--- src/rtl/text_mem_scheduler.sv ---
// text_mem_scheduler: arbitrates the character and colour text-page RAMs.
// Scanout owns the RAMs while disp is high; during blanking a whole-screen
// clear engine, a single-cell write port and a single-cell read port share
// them in that priority order.
module text_mem_scheduler #(
    parameter int CELLS  = 4800,
    parameter int ADDR_W = 13
) (
    input  logic              CLOCK_50,
    input  logic              RESET_N,
    input  logic              disp,
    input  logic              clr_req,
    input  logic [7:0]        clr_char,
    input  logic [7:0]        clr_colour,
    input  logic              wr_valid,
    output logic              wr_ready,
    input  logic [ADDR_W-1:0] wr_addr,
    input  logic [7:0]        wr_char,
    input  logic [7:0]        wr_colour,
    input  logic [1:0]        wr_mask,
    input  logic              rd_valid,
    output logic              rd_ready,
    input  logic [ADDR_W-1:0] rd_addr,
    output logic              rd_data_valid,
    output logic [7:0]        rd_char,
    output logic [7:0]        rd_colour,
    output logic              mem_own,
    output logic [ADDR_W-1:0] mem_addr,
    output logic [7:0]        mem_char_d,
    output logic [7:0]        mem_col_d,
    output logic              mem_char_we,
    output logic              mem_col_we,
    input  logic [7:0]        mem_char_q,
    input  logic [7:0]        mem_col_q,
    output logic              busy,
    output logic              clr_done
);

    typedef enum logic [0:0] {
        ST_IDLE  = 1'b0,
        ST_CLEAR = 1'b1
    } state_t;

    // One extra bit so the comparison stays correct even if CELLS == 2**ADDR_W.
    localparam logic [ADDR_W:0]   CELLS_W  = (ADDR_W + 1)'(CELLS);
    localparam logic [ADDR_W-1:0] LAST_CNT = ADDR_W'(CELLS - 1);

    state_t            state_r;
    state_t            state_s;
    logic [ADDR_W-1:0] clr_cnt_r;
    logic [ADDR_W-1:0] clr_cnt_s;
    logic [7:0]        fill_char_r;
    logic [7:0]        fill_col_r;
    logic              clr_done_r;
    logic              clr_done_s;
    logic              rd_pend_r;
    logic              rd_oob_r;
    logic              rd_data_valid_r;
    logic [7:0]        rd_char_r;
    logic [7:0]        rd_colour_r;
    logic              wr_fire_s;
    logic              rd_fire_s;
    logic              clr_start_s;

    // True when a cell address lies inside the text page.
    function automatic logic addr_in_range(input logic [ADDR_W-1:0] a);
        return ({1'b0, a} < CELLS_W);
    endfunction

    assign mem_own       = ~disp;
    assign busy          = (state_r == ST_CLEAR);
    assign clr_done      = clr_done_r;
    assign rd_data_valid = rd_data_valid_r;
    assign rd_char       = rd_char_r;
    assign rd_colour     = rd_colour_r;

    // Port handshakes and the RAM address/data/enable mux for this cycle.
    always_comb begin
        wr_ready    = ~disp & (state_r == ST_IDLE) & ~clr_req;
        rd_ready    = ~disp & (state_r == ST_IDLE) & ~clr_req & ~wr_valid;
        wr_fire_s   = wr_ready & wr_valid;
        rd_fire_s   = rd_ready & rd_valid;
        mem_addr    = {ADDR_W{1'b0}};
        mem_char_d  = 8'h00;
        mem_col_d   = 8'h00;
        mem_char_we = 1'b0;
        mem_col_we  = 1'b0;
        if (disp) begin
            // Scanout owns the RAMs; keep every enable low.
            mem_addr = {ADDR_W{1'b0}};
        end else if (state_r == ST_CLEAR) begin
            mem_addr    = clr_cnt_r;
            mem_char_d  = fill_char_r;
            mem_col_d   = fill_col_r;
            mem_char_we = 1'b1;
            mem_col_we  = 1'b1;
        end else if (wr_fire_s) begin
            mem_addr    = wr_addr;
            mem_char_d  = wr_char;
            mem_col_d   = wr_colour;
            // Out-of-range writes are accepted but never reach the RAMs.
            mem_char_we = wr_mask[0] & addr_in_range(wr_addr);
            mem_col_we  = wr_mask[1] & addr_in_range(wr_addr);
        end else if (rd_fire_s) begin
            mem_addr = rd_addr;
        end else begin
            mem_addr = {ADDR_W{1'b0}};
        end
    end

    // Clear engine next-state logic: start on request, step only in blanking.
    always_comb begin
        state_s     = state_r;
        clr_cnt_s   = clr_cnt_r;
        clr_done_s  = 1'b0;
        clr_start_s = 1'b0;
        case (state_r)
            ST_IDLE: begin
                if (clr_req) begin
                    clr_start_s = 1'b1;
                    clr_cnt_s   = {ADDR_W{1'b0}};
                    state_s     = ST_CLEAR;
                end else begin
                    state_s = ST_IDLE;
                end
            end
            ST_CLEAR: begin
                if (!disp) begin
                    clr_cnt_s = clr_cnt_r + {{(ADDR_W-1){1'b0}}, 1'b1};
                    if (clr_cnt_r == LAST_CNT) begin
                        state_s    = ST_IDLE;
                        clr_done_s = 1'b1;
                    end else begin
                        state_s = ST_CLEAR;
                    end
                end else begin
                    state_s = ST_CLEAR;
                end
            end
            default: begin
                state_s = ST_IDLE;
            end
        endcase
    end

    // Clear engine state, counter, fill values and completion pulse.
    always_ff @(posedge CLOCK_50 or negedge RESET_N) begin
        if (!RESET_N) begin
            state_r     <= ST_IDLE;
            clr_cnt_r   <= {ADDR_W{1'b0}};
            fill_char_r <= 8'h00;
            fill_col_r  <= 8'h00;
            clr_done_r  <= 1'b0;
        end else begin
            state_r    <= state_s;
            clr_cnt_r  <= clr_cnt_s;
            clr_done_r <= clr_done_s;
            if (clr_start_s) begin
                fill_char_r <= clr_char;
                fill_col_r  <= clr_colour;
            end else begin
                fill_char_r <= fill_char_r;
                fill_col_r  <= fill_col_r;
            end
        end
    end

    // Read pipeline: RAM data appears one cycle after accept and is captured
    // then, whatever disp is doing, so rd_data_valid lands two cycles later.
    always_ff @(posedge CLOCK_50 or negedge RESET_N) begin
        if (!RESET_N) begin
            rd_pend_r       <= 1'b0;
            rd_oob_r        <= 1'b0;
            rd_data_valid_r <= 1'b0;
            rd_char_r       <= 8'h00;
            rd_colour_r     <= 8'h00;
        end else begin
            rd_pend_r <= rd_fire_s;
            rd_oob_r  <= ~addr_in_range(rd_addr);
            if (rd_pend_r) begin
                rd_data_valid_r <= 1'b1;
                rd_char_r       <= rd_oob_r ? 8'h00 : mem_char_q;
                rd_colour_r     <= rd_oob_r ? 8'h00 : mem_col_q;
            end else begin
                rd_data_valid_r <= 1'b0;
                rd_char_r       <= rd_char_r;
                rd_colour_r     <= rd_colour_r;
            end
        end
    end

endmodule

--- config.mk ---
export PLATFORM = sky130hd
export DESIGN_NAME = text_mem_scheduler
export DESIGN_NICKNAME = d
export VERILOG_FILES = /design/src/rtl/text_mem_scheduler.sv
export SDC_FILE = /design/constraint.sdc
export NUM_CORES = 1
export LEC_CHECK = 0
export CORE_MARGIN = 2
export CORE_UTILIZATION = 44
export DETAILED_ROUTE_END_ITERATION = 12
export PLACE_DENSITY = 0.86
export SLEW_MARGIN = 30
export SYNTH_ARGS = -nofsm -noshare
export SYNTH_HDL_FRONTEND = slang
export SYNTH_SLANG_ARGS = --single-unit
--- constraint.sdc ---
create_clock -name CLOCK_50 -period 3.95 [get_ports CLOCK_50]
set_clock_uncertainty 0.1 [all_clocks]
set_input_delay 0.79 -clock CLOCK_50 [delete_from_list [all_inputs] [get_ports CLOCK_50]]
set_output_delay 0.79 -clock CLOCK_50 [all_outputs]
set_load 0.01 [all_outputs]
### Yosys cells after proc, flatten, opt, wreduce, memory -nomap -nowiden

Cells that the tools add are included.

| cells by class | value |
|---|---|
| $add $sub $neg | 1 |
| magnitude comparators | 2 |
| equal/unequal tests | 3 |
| muxes and demuxes | 30 |
| bitwise gates (word level) | 12 |
| reduce and logical (&&, ||, !) cells | 1 |

Operators with widths:

| operator | number |
|---|---|
| $mux 13 | 6 |
| $mux 8 | 8 |
| $lt 13x13->1 const B | 2 |
| $pmux 13 s2 | 1 |
| $mux 1 | 14 |
| $add 13x1->13 const B | 1 |
| $eq 13x13->1 const B | 1 |
| $and 1x1->1 | 7 |
| $not 1->1 | 5 |
| $ne 2x2->1 const B | 2 |
| $pmux 1 s2 | 1 |
| $reduce_and 2->1 | 1 |

| storage, ports and cells | value |
|---|---|
| register bits | 50 |
| input bits | 82 |
| word-level logic and storage cells | 59 |

### Logic depth before layout (Yosys ltp)

| depth | value |
|---|---|
| word-level depth | 9 |
| gate-level depth with buffers | 6 |
| mapped depth without buffers | 4 |

### Least setup slack after synthesis

OpenSTA, ideal clock, no wires.

| path | value |
|---|---|
| path type | input to output |
| start point | input disp |
| end point | output mem_char_we |
| arrival time | 1.851 ns |
| required time | 3.060 ns |
| setup slack | 1.209 ns |
| cell stages on the path | 5 |
| buffers on the path | 2 |
| cells stage by stage | buf_2 -> nor4b_4 -> buf_4 -> o21ai_1 -> o21ai_0 |

| on the way | value |
|---|---|
| longest elaborated chain between the ends | 7 |

Ends and longest elaborated chain:

| item | line | source |
|---|---|---|
| start: declaration | 11 | `input logic disp,` |
| $not 1->1 | 79 | `wr_ready = ~disp & (state_r == ST_IDLE) & ~clr_req;` |
| $and 1x1->1 (2 in a row) | 79 |  |
| $and 1x1->1 | 81 | `wr_fire_s = wr_ready & wr_valid;` |
| $mux 1 | 97 | `end else if (wr_fire_s) begin` |
| $mux 1 | 91 | `end else if (state_r == ST_CLEAR) begin` |
| $mux 1 (*) | 88 | `if (disp) begin` |
| end: declaration | 31 | `output logic mem_char_we,` |

Mark *: on every way between the ends. The rest lies on a longest branch, timed or not.

### Worst setup path in the final report

| path | value |
|---|---|
| start point | input clr_req |
| end point | output mem_col_we |

| on the way | value |
|---|---|
| longest elaborated chain between the ends | 6 |

Ends and longest elaborated chain:

| item | line | source |
|---|---|---|
| start: declaration | 12 | `input logic clr_req,` |
| $not 1->1 | 79 |  |
| $and 1x1->1 | 79 |  |
| $and 1x1->1 | 81 |  |
| $mux 1 | 97 |  |
| $mux 1 | 91 |  |
| $mux 1 | 88 |  |
| end: declaration | 32 | `output logic mem_col_we,` |

Every way passes these cells.

==> summary.md <==
| Metric | Value |
|---|---|
| Run status | complete, no violations |
| Global-route wire length before repair | 13100 um |
| Number of failing setup endpoints in the final timing report | 0 |
| Instance count of the mapped netlist | 303 |
| Area of the core region | 5920 um2 |
| Library cells used by synthesis | 36 |
| R2R Setup Slk | 2.02 ns |
| Clock network latency to the later pin of the worst-skew pair | 0.30 ns |
| Detail-routed net length per standard cell | 16.4 um |
| Height of the chip | 82.2 um |
| Sum of overflow across all layers after global routing | 0 |
| Average instance area after synthesis | 8.88 um2 |
| Tightest Pin Transition | 0.892 ns |
| Full die area | 6760 um2 |
| Drt drc | 0 |
| Layout cell share with drive strength beyond 1 | 0.0463 |
| Placed wire-length estimate | 6440 um |
| Pwr per Cell Area | 301 nW/um2 |
| Instance count after placement with tap cells included | 499 |
| Critical Path Start Type | input port |
| Worst-path clk slew | 0.09 ns |
| Final antenna diode count | 0 |
| Number of pins with negative max-slew slack in the final report | 0 |
| Unrepaired setup endpoints after global routing | no |
| Register area share after synthesis | 0.465 |
| Number of setup buffers added after CTS | 0 |
| FF-to-FF End | clr_cnt_r[4] |
| Sort of element at the end of the critical path | primary output |
| Vias | 2793 |
| Number of flops mapped to enable cells by yosys | 0 |
| Final period util | 0.955 |
| Cell Rows | 28 |
| CTS H-tree lvls | 2 |
| Beginning of the worst register-to-register path | busy |
| Post-synth ARST share | 1.00 |
| Clock buffers created by TritonCTS | 5 |
| Worst slew margin relative to its limit | 0.405 |
| Longest Clk Path Bufs | 2 |
| # Max-Cap Violations | 0 |
| Weighted congestion at the end of routability-driven global placement | 0.887 |
| Total routing resource utilization after global routing | 0.253 |
| Max Fanout on Critical Path | 26 |
| Ratio of routed vias to standard cells | 5.51 |
| Worst vdd ir | 0.214 mV |
| Maximum number of pins on one net before global-route repair | 51 |
| Vias in the first global route | 2672 |
| Data arrival, critical path | 2.88 ns |
| Clock tree from TritonCTS | done |
| Number of buffers inserted for hold repair after clock tree synthesis | 0 |
| Starting DRC count in detailed routing | 143 |
| Syn_nets | 386 |
| Flip-flop cell with the highest count after synthesis | dfrtp_1 |
| Antenna-violating nets left | 0 |
| Total number of yosys warnings | 0 |
| Initial core utilization | 0.455 |
| Total wire length | 8340 um |
| DR pass1 iterations | 4 |
| Number of antenna violations at the first check in global routing | 0 |
| Final count of hold timing violations | 0 |
| Total I/O pin count | 135 |
| Reg2reg path depth | 4 |
| Data required time at the worst endpoint | 3.06 ns |
| Count of clock tree sinks | 50 |
| CTS root buf | clkbuf_8 |
| Final layout net count | 514 |
| Non-filler cells in the finished layout | 507 |
| Total Negative Setup Slacks | 0 ns |
| Leakage power figure | 0.00185 uW |
| Crit path kind | input port to primary output |
| Post_cts resized | 0 |
| X dimension of the die | 82.2 um |
| IO buf count | 134 |
| Post-Synthesis Cell Area | 2690 um2 |
| Core Util, Final | 0.706 |
| Tightest Hold Check Type | input port to asynchronous set/reset pin |
| Layout area overhead | 55.2% |
| Achievable clock frequency | 265 MHz |
| Tmin final | 3.77 ns |
| Number of flip-flops and latches in the synthesized netlist | 50 |
-- state kept, by name (all words and copies together) (netlist names) --
register / flops
rd_oob_r: 1
fill_char_r: 8
rd_char: 8
clr_cnt_r: 13
fill_col_r: 8
busy: 1
rd_pend_r: 1
rd_colour: 8
rd_data_valid: 1
clr_done: 1
-- area by class of cell --
class / instances / area, um2
Clock buffer: 6 / 72.6
Clock inverter: 2 / 13.8
Fill cell: 463 / 1740
Inverter: 23 / 86.3
Multi-Input combinational cell: 210 / 1260
Sequential cell: 50 / 1250
Tap cell: 75 / 93.8
Timing Repair Buffer: 141 / 1400
-- report_power, final --
part | internal, uW | switching (uW)
Sequential | 566 | 67.7
Clock | 125 | 172
Combinational | 195 | 129
Total | 887 | 369
-- cell usage after synthesis, drive strengths merged (5+ instances only) --
cell type   n  area (um2)
clkbuf      9        33.8
o21ai      25         125
nor2        6        22.5
a22o       17         149
buf        11        68.8
nand2      77         289
nand3       6        30.0
nand3b     18         139
a32oi      10        87.6
inv        23        86.3
nor2b       5        31.3
nor4        5        31.3
dfrtp      50        1250
mux2i       9        90.1
-- metal layers --
layer	global-route usage	vias to the layer above	wire (um)	part of all wire
li1	-	1309	-	-
met1	0.321	1364	3310	0.40
met2	0.421	108	4160	0.50
met3	0.0707	12	751	0.090
met4	0.0767	0	118	0.014
met5	0	-	0	0
-- how the worst max path moves through the flow --
stage | startpoint | endpoint | cells past startpoint
floorplan | disp | mem_char_we | 5
global placement | clr_req | mem_col_we | 6
detailed placement | clr_req | mem_char_we | 6
CTS | clr_req | mem_char_we | 6
global route | clr_req | mem_char_we | 6
finish | clr_req | mem_col_we | 6
-- metrics by stage --
step | setup slack (ns) | hold slack (ns) | area [um2] | total power, uW
after floorplan | 1.21 | 0.327 | 2690 | 755
after global placement | 0.276 | 0.360 | 4090 | 955
after detailed placement | 0.181 | 0.367 | 4090 | 968
after CTS | 0.175 | 0.388 | 4180 | 1260
after global routing | 0.0363 | 0.404 | 4180 | 1320
final | 0.179 | 0.388 | 4180 | 1260
-- worst max-delay path, stage by stage --
cell,delay (ns)
clkdlybuf4s50_1,0.56
nor4b_4,0.39
buf_4,0.36
a31oi_1,0.12
o21ai_0,0.09
clkdlybuf4s50_1,0.57
-- kinds of logic (layout without fill, tap and decap cells) --
family                     Yosys count  after routing  synth area share
adders and majority gates            1              1           0.00465
and+or+nand+nor                    135            135             0.257
buffers and inverters               43            172            0.0702
DFF                                 50             50             0.465
muxes                                9              9            0.0335
AOI/OAI and AO/OA                   65             65             0.170
-- cells in the final DEF, fill, tap and decap left out, drive strengths merged --
| cell type | count |
|---|---|
| nor2 | 6 |
| and3 | 1 |
| nand3b | 18 |
| nor2b | 5 |
| nor3 | 3 |
| nand2 | 77 |
| o31a | 1 |
| nor4b | 1 |
| ha | 1 |
| a21oi | 3 |
| buf | 8 |
| clkbuf | 6 |
| o22ai | 1 |
| or4b | 1 |
| inv | 23 |
| nand3 | 6 |
| clkinv | 2 |
| nand4b | 1 |
| a221oi | 1 |
| mux2i | 9 |
| a31oi | 3 |
| a22o | 17 |
| clkdlybuf4s50 | 133 |
| nand2b | 2 |
| or3 | 2 |
| and2 | 3 |
| a221o | 2 |
| a41oi | 2 |
| nand4 | 3 |
| nor4 | 5 |
| a32oi | 10 |
| or2b | 1 |
| dfrtp | 50 |
| o21ai | 25 |
(Power assumes the default switching activity.)
